## src/rtl/pacote_controle.sv

```systemverilog
// Shared definitions for the multicycle sequencer: state encodings, instruction
// classes, RV32I opcodes and ALUop codes.
package pacote_controle;

  typedef enum logic [2:0] {
    INICIO     = 3'd0,
    BUSCA      = 3'd1,
    DECODIFICA = 3'd2,
    EXECUTA    = 3'd3,
    MEMORIA    = 3'd4,
    ESCRITA    = 3'd5,
    ERRO       = 3'd6
  } estado_t;

  typedef enum logic [2:0] {
    CL_INVALIDA = 3'd0,
    CL_R        = 3'd1,
    CL_I        = 3'd2,
    CL_LOAD     = 3'd3,
    CL_STORE    = 3'd4,
    CL_BRANCH   = 3'd5
  } classe_t;

  localparam logic [6:0] OP_R      = 7'b0110011;
  localparam logic [6:0] OP_I      = 7'b0010011;
  localparam logic [6:0] OP_LOAD   = 7'b0000011;
  localparam logic [6:0] OP_STORE  = 7'b0100011;
  localparam logic [6:0] OP_BRANCH = 7'b1100011;

  localparam logic [1:0] ALUOP_SOMA    = 2'b00;
  localparam logic [1:0] ALUOP_COMPARA = 2'b01;
  localparam logic [1:0] ALUOP_FUNCAO  = 2'b10;

  function automatic classe_t decodifica_classe(input logic [6:0] op);
    case (op)
      OP_R:      return CL_R;
      OP_I:      return CL_I;
      OP_LOAD:   return CL_LOAD;
      OP_STORE:  return CL_STORE;
      OP_BRANCH: return CL_BRANCH;
      default:   return CL_INVALIDA;
    endcase
  endfunction

endpackage

```

## src/rtl/sequenciador_multiciclo_if.sv

```systemverilog
// Shared memory port between the sequencer (master) and the memory (slave).
interface sequenciador_multiciclo_if;
  logic mem_req;
  logic mem_instr;
  logic mem_pronta;
  logic sinal_leitura;
  logic sinal_escrita;

  modport master (
    output mem_req, mem_instr, sinal_leitura, sinal_escrita,
    input  mem_pronta
  );

  modport slave (
    input  mem_req, mem_instr, sinal_leitura, sinal_escrita,
    output mem_pronta
  );
endinterface

```

## src/rtl/contador_espera.sv

```systemverilog
// Memory wait-state counter: synchronous clear, saturating increment, and a flag
// raised when the count reaches LIMITE (never raised when LIMITE is 0).
module contador_espera #(
  parameter int LIMITE  = 15,
  parameter int LARGURA = 4
) (
  input  logic clock,
  input  logic reset,
  input  logic limpa_i,
  input  logic habilita_i,
  output logic limite_o
);

  logic [LARGURA-1:0] cont_q;
  logic [LARGURA-1:0] cont_d;

  // Count register with synchronous active-low reset.
  always_ff @(posedge clock) begin
    if (!reset) begin
      cont_q <= '0;
    end else begin
      cont_q <= cont_d;
    end
  end

  // Next count: clear has priority, increment saturates at all-ones.
  always_comb begin
    cont_d = cont_q;
    if (limpa_i) begin
      cont_d = '0;
    end else if (habilita_i && (cont_q != {LARGURA{1'b1}})) begin
      cont_d = cont_q + {{(LARGURA-1){1'b0}}, 1'b1};
    end else begin
      cont_d = cont_q;
    end
  end

  assign limite_o = (LIMITE != 0) && (cont_q == LARGURA'(LIMITE));

endmodule

```

## src/rtl/sequenciador_multiciclo.sv

```systemverilog
// Multicycle control FSM for the RV32I-subset datapath: fetch, decode, execute,
// memory and writeback over a single shared memory port with wait states.
module sequenciador_multiciclo
  import pacote_controle::*;
#(
  parameter int ESPERA_MAX  = 15,
  parameter int LARG_ESPERA = 4
) (
  input  logic                        clock,
  input  logic                        reset,
  input  logic [6:0]                  opcode,
  input  logic                        resultado_desvio,
  sequenciador_multiciclo_if.master   bus,
  output logic                        ir_escrita,
  output logic                        pc_escrita,
  output logic                        sinal_mux,
  output logic                        reg_escrita,
  output logic                        ALUSrc,
  output logic                        MemToReg,
  output logic [1:0]                  ALUop,
  output logic                        instr_concluida,
  output logic                        erro,
  output logic [2:0]                  estado
);

  estado_t estado_q, estado_d;
  classe_t classe_q, classe_d;
  logic    req_mem, instr_mem, leitura, escrita_mem;
  logic    limite_espera;

  // The counter restarts on every state change, so BUSCA and MEMORIA always begin at zero.
  contador_espera #(.LIMITE(ESPERA_MAX), .LARGURA(LARG_ESPERA)) u_espera (
    .clock      (clock),
    .reset      (reset),
    .limpa_i    (estado_d != estado_q),
    .habilita_i (req_mem && !bus.mem_pronta),
    .limite_o   (limite_espera)
  );

  // State and latched instruction class, synchronous active-low reset.
  always_ff @(posedge clock) begin
    if (!reset) begin
      estado_q <= INICIO;
      classe_q <= CL_INVALIDA;
    end else begin
      estado_q <= estado_d;
      classe_q <= classe_d;
    end
  end

  // Next-state and output decode.
  always_comb begin
    estado_d        = estado_q;
    classe_d        = classe_q;
    req_mem         = 1'b0;
    instr_mem       = 1'b0;
    leitura         = 1'b0;
    escrita_mem     = 1'b0;
    ir_escrita      = 1'b0;
    pc_escrita      = 1'b0;
    sinal_mux       = 1'b0;
    reg_escrita     = 1'b0;
    ALUSrc          = 1'b0;
    MemToReg        = 1'b0;
    ALUop           = ALUOP_SOMA;
    instr_concluida = 1'b0;
    erro            = 1'b0;
    case (estado_q)
      INICIO: estado_d = BUSCA;
      BUSCA: begin
        req_mem   = 1'b1;
        instr_mem = 1'b1;
        if (bus.mem_pronta) begin
          ir_escrita = 1'b1;
          pc_escrita = 1'b1;
          estado_d   = DECODIFICA;
        end else if (limite_espera) begin
          estado_d = ERRO;
        end else begin
          estado_d = BUSCA;
        end
      end
      DECODIFICA: begin
        classe_d = decodifica_classe(opcode);
        estado_d = (classe_d == CL_INVALIDA) ? ERRO : EXECUTA;
      end
      EXECUTA: begin
        case (classe_q)
          CL_R: begin
            ALUop    = ALUOP_FUNCAO;
            estado_d = ESCRITA;
          end
          CL_I: begin
            ALUSrc   = 1'b1;
            ALUop    = ALUOP_FUNCAO;
            estado_d = ESCRITA;
          end
          CL_LOAD, CL_STORE: begin
            ALUSrc   = 1'b1;
            estado_d = MEMORIA;
          end
          CL_BRANCH: begin
            // A taken branch overwrites the PC+4 already written during fetch.
            ALUop           = ALUOP_COMPARA;
            pc_escrita      = resultado_desvio;
            sinal_mux       = resultado_desvio;
            instr_concluida = 1'b1;
            estado_d        = BUSCA;
          end
          default: estado_d = ERRO;
        endcase
      end
      MEMORIA: begin
        req_mem     = 1'b1;
        leitura     = (classe_q == CL_LOAD);
        escrita_mem = (classe_q == CL_STORE);
        if (bus.mem_pronta) begin
          instr_concluida = (classe_q != CL_LOAD);
          estado_d        = (classe_q == CL_LOAD) ? ESCRITA : BUSCA;
        end else if (limite_espera) begin
          estado_d = ERRO;
        end else begin
          estado_d = MEMORIA;
        end
      end
      ESCRITA: begin
        reg_escrita     = 1'b1;
        MemToReg        = (classe_q == CL_LOAD);
        instr_concluida = 1'b1;
        estado_d        = BUSCA;
      end
      ERRO: erro = 1'b1;
      default: begin
        erro     = 1'b1;
        estado_d = ERRO;
      end
    endcase
  end

  assign bus.mem_req       = req_mem;
  assign bus.mem_instr     = instr_mem;
  assign bus.sinal_leitura = leitura;
  assign bus.sinal_escrita = escrita_mem;
  assign estado            = estado_q;

endmodule

```

## src/flat_wrapper.sv

```systemverilog
// flat-port wrapper written by rule: the top's interface ports become plain ports
module sequenciador_multiciclo_flat import pacote_controle::*;
#(
  parameter int ESPERA_MAX  = 15,
  parameter int LARG_ESPERA = 4
)
  (clock, reset, opcode, resultado_desvio, ir_escrita, pc_escrita, sinal_mux, reg_escrita, ALUSrc, MemToReg, ALUop, instr_concluida, erro, estado, bus_mem_req, bus_mem_instr, bus_sinal_leitura, bus_sinal_escrita, bus_mem_pronta);
  sequenciador_multiciclo_if bus_i ();
  input  logic clock;
  input  logic reset;
  input  logic [6:0] opcode;
  input  logic resultado_desvio;
  output logic ir_escrita;
  output logic pc_escrita;
  output logic sinal_mux;
  output logic reg_escrita;
  output logic ALUSrc;
  output logic MemToReg;
  output logic [1:0] ALUop;
  output logic instr_concluida;
  output logic erro;
  output logic [2:0] estado;
  output wire logic [$bits(bus_i.mem_req)-1:0] bus_mem_req;
  output wire logic [$bits(bus_i.mem_instr)-1:0] bus_mem_instr;
  output wire logic [$bits(bus_i.sinal_leitura)-1:0] bus_sinal_leitura;
  output wire logic [$bits(bus_i.sinal_escrita)-1:0] bus_sinal_escrita;
  input wire logic [$bits(bus_i.mem_pronta)-1:0] bus_mem_pronta;
  assign bus_mem_req = bus_i.mem_req;
  assign bus_mem_instr = bus_i.mem_instr;
  assign bus_sinal_leitura = bus_i.sinal_leitura;
  assign bus_sinal_escrita = bus_i.sinal_escrita;
  assign bus_i.mem_pronta = bus_mem_pronta;
  sequenciador_multiciclo #(.ESPERA_MAX(ESPERA_MAX), .LARG_ESPERA(LARG_ESPERA)) u_core (.clock(clock), .reset(reset), .opcode(opcode), .resultado_desvio(resultado_desvio), .bus(bus_i), .ir_escrita(ir_escrita), .pc_escrita(pc_escrita), .sinal_mux(sinal_mux), .reg_escrita(reg_escrita), .ALUSrc(ALUSrc), .MemToReg(MemToReg), .ALUop(ALUop), .instr_concluida(instr_concluida), .erro(erro), .estado(estado));
endmodule
```

## config.mk

```make
export PLATFORM = sky130hd
export DESIGN_NAME = sequenciador_multiciclo_flat
export DESIGN_NICKNAME = d
export VERILOG_FILES = /design/src/rtl/pacote_controle.sv /design/src/rtl/sequenciador_multiciclo_if.sv /design/src/rtl/contador_espera.sv /design/src/rtl/sequenciador_multiciclo.sv /design/src/flat_wrapper.sv
export SDC_FILE = /design/constraint.sdc
export NUM_CORES = 1
export LEC_CHECK = 0
export CAP_MARGIN = 20
export CORE_ASPECT_RATIO = 1.2
export CORE_MARGIN = 4
export CORE_UTILIZATION = 40
export DETAILED_ROUTE_END_ITERATION = 16
export PLACE_DENSITY = 0.73
export SLEW_MARGIN = 25
export SYNTH_ARGS = -nofsm -noshare
export SYNTH_HDL_FRONTEND = slang
export SYNTH_SLANG_ARGS = --single-unit
```

## constraint.sdc

```tcl
create_clock -name clock -period 1.7 [get_ports clock]
set_clock_uncertainty 0.05 [all_clocks]
set_input_delay 0.17 -clock clock [delete_from_list [all_inputs] [get_ports clock]]
set_output_delay 0.17 -clock clock [all_outputs]
set_load 0.03 [all_outputs]
```

==> key figures <==
Worst hold path
  • Hold Crit Class: in -> reg

Global routing
  • Total grt overflow: 0
  • First-pass GRT wire length: 3980 um
  • Initial antenna violation count: 0
  • Largest net degree at the start of global routing: 18
  • Vias in the first global route: between 900 and 1000
  • GR Util met1: 0.215
  • Layer with the highest usage: met2
  • GRT Util Overall: 0.177
  • GR Util met2: 0.293
  • Met3 Use GR: 0.0398

Drt
  • Wirelength per Cell: between 10 and 15 um
  • Drt pass-1 iters: 4
  • Final WL: about 2400 um
  • Drt first-iter violations: 30
  • Post-route ant nets: 0
  • Drt drc: 0
  • Detail-routed via count per cell: around 5.8
  • Total number of vias: 949

Pwr
  • Pleak: between 0.5 and 0.6 nW
  • Sw power: 0.273 mW
  • Net Sw Frac: 0.363
  • VDD IR-drop max: 0.428 mV
  • Tot Pwr: around 0.75 mW
  • P_int: roughly 0.48 mW
  • Pwr/cell area: roughly 590 nW/um^2
  • Seq pwr share: 0.371
  • Clock Power Share: 0.201
  • Comb power frac: 0.428

Cells and area
  • Diodes inserted: 0
  • Area taken by flip-flops and latches: 220 um^2
  • Proportion of layout cells with a drive suffix above 1: 0.372
  • Area Growth Syn to Fin: 62.0%
  • Final instance area: 1270 um^2
  • Finished Layout Cells: 164
  • Final net count: around 160
  • Final Util: 0.687
  • Area of the multi-input gates: 636 um^2
  • Filler cell count in the final layout: approximately 170

Timing
  • Slew of the pin with the lowest slew margin: roughly 370 ps
  • Max-slew violations: 0
  • Setup TNS: -5.92 ps
  • Fmax: slightly below 600 MHz
  • RSZ-0062 raised after global routing: true
  • Min cycle time layout: roughly 1700 ps
  • Final WS setup: -5.92 ps
  • Hold_ws: a little under 500 ps
  • Final setup viols: 1
  • Final Cycle Share: 1.00
  • Worst slew margin: 0.750
  • Fin. Hold Viols: 0

Setup path
  • Register-to-Register Setup Slack: 100 ps
  • Crit path kind: reg -> out
  • Worst path required time: between 1000 and 1500 ps
  • Critical path fanouts, max: 6
  • CP Launch Type: flop
  • Worst path bufs/invs: 2
  • Delay-heaviest family, CP: simple AND/OR/NAND/NOR gates
  • Reg-to-reg endpoint: u_core.u_espera.cont_q[0]
  • Crit path cell chain: buf_4 -> nand2b_2 -> nor4bb_2 -> buf_4
  • Most frequent CP cell: buf_4
  • Crit path to: bus_sinal_escrita
  • Start point of the critical path: u_core.estado[0]
  • Worst setup EP type: output pin
  • R2R depth: 5
  • WP data arrival: between 1000 and 1500 ps
  • CP Depth: 4
  • Max stage delay cell, worst path: dfxtp_4
  • FF-to-FF Start: u_core.u_espera.cont_q[0]
  • Largest stage delay, worst path: between 300 and 400 ps

Place
  • RD Place Congestion: approximately 0.85
  • PortBufs: 27
  • Post-Place Cell Area: 1140 um^2
  • Post-DP HPWL: around 1700 um
  • Dpl ws: -61.7 ps
  • Dpl cells: 154

Synthesis
  • Number of flops mapped to enable cells by yosys: 0
  • Post-synth top area share: 0.255
  • Synthesized cell area: just under 800 um^2
  • Biggest area consumer among synthesized cells: dfxtp_1
  • Asr flop ratio synth: 0
  • Seq/Total Area, Yosys: 0.255
  • Main synth FF type: dfxtp_1
  • Post-synthesis register bit count: 10
  • Synth cell types: 38
  • Synth Net Count: between 100 and 150
  • Top post-synthesis cells by area: dfxtp_1, nor2_1, nor3_1
  • Mean Syn Cell Area: ~7.5 um^2
  • Syn. warnings: 0
  • Mapped Cells: 105

CTS
  • Root Buffer: clkbuf_4
  • Cts hold-fix bufs: 0
  • CTS max path bufs: 2
  • CTS tree: done
  • Reg clk slew, reported paths: 60 ps
  • H-tree depth: 1
  • CTS buffer count: 3
  • CTS Sinks: 10
  • Clock latency on the worst-skew pair: around 260 ps

Floorplan
  • Core ar.: around 1900 um^2
  • I/O pin count: 28
  • Total Die Area: approximately 2700 um^2
  • Die W: 48.4 um
  • Site Rows: 17
  • Die height: between 50 and 60 um
  • Initial Util: 0.424

Run
  • Max Cap Viol: 0

Outcome
  • Failing checks: negative setup slack
  • Outcome: complete, but fails checks
==> power by group through the flow <==
stage | registers (mW) | logic (mW) | clock network, mW
global route | 0.282 | 0.349 | 0.177
floorplan | 0.278 | 0.176 | 0
global placement | 0.288 | 0.281 | 0
finish | 0.279 | 0.322 | 0.151
CTS | 0.284 | 0.279 | 0.159
detailed placement | 0.288 | 0.282 | 0
==> synthesized netlist by cell type (2+ instances only) <==
cell and n:
xnor2_1 3, mux2i_1 2, buf_2 5, a211oi_1 2, and2_1 3, nor3_1 9, nand2b_1 5, dfxtp_1 10
nand3b_1 4, or3b_1 3, nor4_1 2, xor2_1 3, inv_1 3, nor2_1 13, a21oi_1 7, nand2_1 4
nor2b_1 3, o21ai_0 4
==> sequential cells by signal, summed over array words and instances, names as in the netlist <==
| name | flops |
|---|---|
| u_core.classe_q | 3 |
| u_core.estado | 3 |
| u_core.u_espera.cont_q | 4 |
==> cell families (layout without fill, tap and decap cells) <==
group                    Yosys count  count (layout)  synth area share
AND/OR/NAND/NOR                   54              54             0.397
buffers and inverters              9              49            0.0510
XOR/XNOR                           6               6            0.0670
adder cells (fa/ha/maj)            1               1            0.0159
multiplexers                       2               2            0.0255
AO/OA/AOI/OAI                     23              23             0.188
flip-flops                        10              10             0.255
==> worst min path at each step <==
stage,from,endpoint,depth (start not counted)
2_1_floorplan,reset,u_core.estado[2],1
3_3_place_gp,u_core.u_espera.cont_q[1],u_core.u_espera.cont_q[1],2
3_5_place_dp,u_core.u_espera.cont_q[2],u_core.u_espera.cont_q[2],2
4_1_cts,reset,u_core.estado[2],2
5_1_grt,reset,u_core.estado[2],2
6_report,reset,u_core.estado[2],2
==> cells in the final DEF (no fill, tap or decap), types with 2 or more instances in the layout <==
| cell | instances |
|---|---|
| a211oi_1 | 2 |
| a21oi_1 | 7 |
| buf_4 | 27 |
| clkbuf_4 | 3 |
| clkdlybuf4s50_1 | 12 |
| dfxtp_1 | 2 |
| dfxtp_2 | 4 |
| dfxtp_4 | 4 |
| dlygate4sd2_1 | 2 |
| inv_1 | 3 |
| mux2i_1 | 2 |
| nand2_1 | 3 |
| nand2b_1 | 3 |
| nand3b_1 | 4 |
| nor2_1 | 11 |
| nor2_4 | 2 |
| nor2b_1 | 2 |
| nor3_1 | 8 |
| o21ai_0 | 3 |
| o21ai_1 | 2 |
| or3b_1 | 3 |
| xnor2_1 | 3 |
| xor2_1 | 3 |
==> what timing repair did <==
item,4_1_cts,5_1_grt
gates resized for setup,8,19
pin swaps,0,3
endpoints found under the hold margin,0,0
buffers inserted,2,5
setup endpoints to repair,9,10
==> metal layers <==
metal,part of all wire,routed length [um]
met4,0.0054,13
met5,0,0
met3,0.074,177
met1,0.43,1020
met2,0.49,1180
==> final cells by class <==
| cell class | count | share of cell area |
|---|---|---|
| inverter | 3 | 0.00886 |
| timing repair buffer | 43 | 0.281 |
| clock buffer | 3 | 0.0177 |
| multi-input combinational | 86 | 0.500 |
| sequential | 10 | 0.173 |
| tap | 19 | 0.0187 |
(Power assumes the default switching activity.)
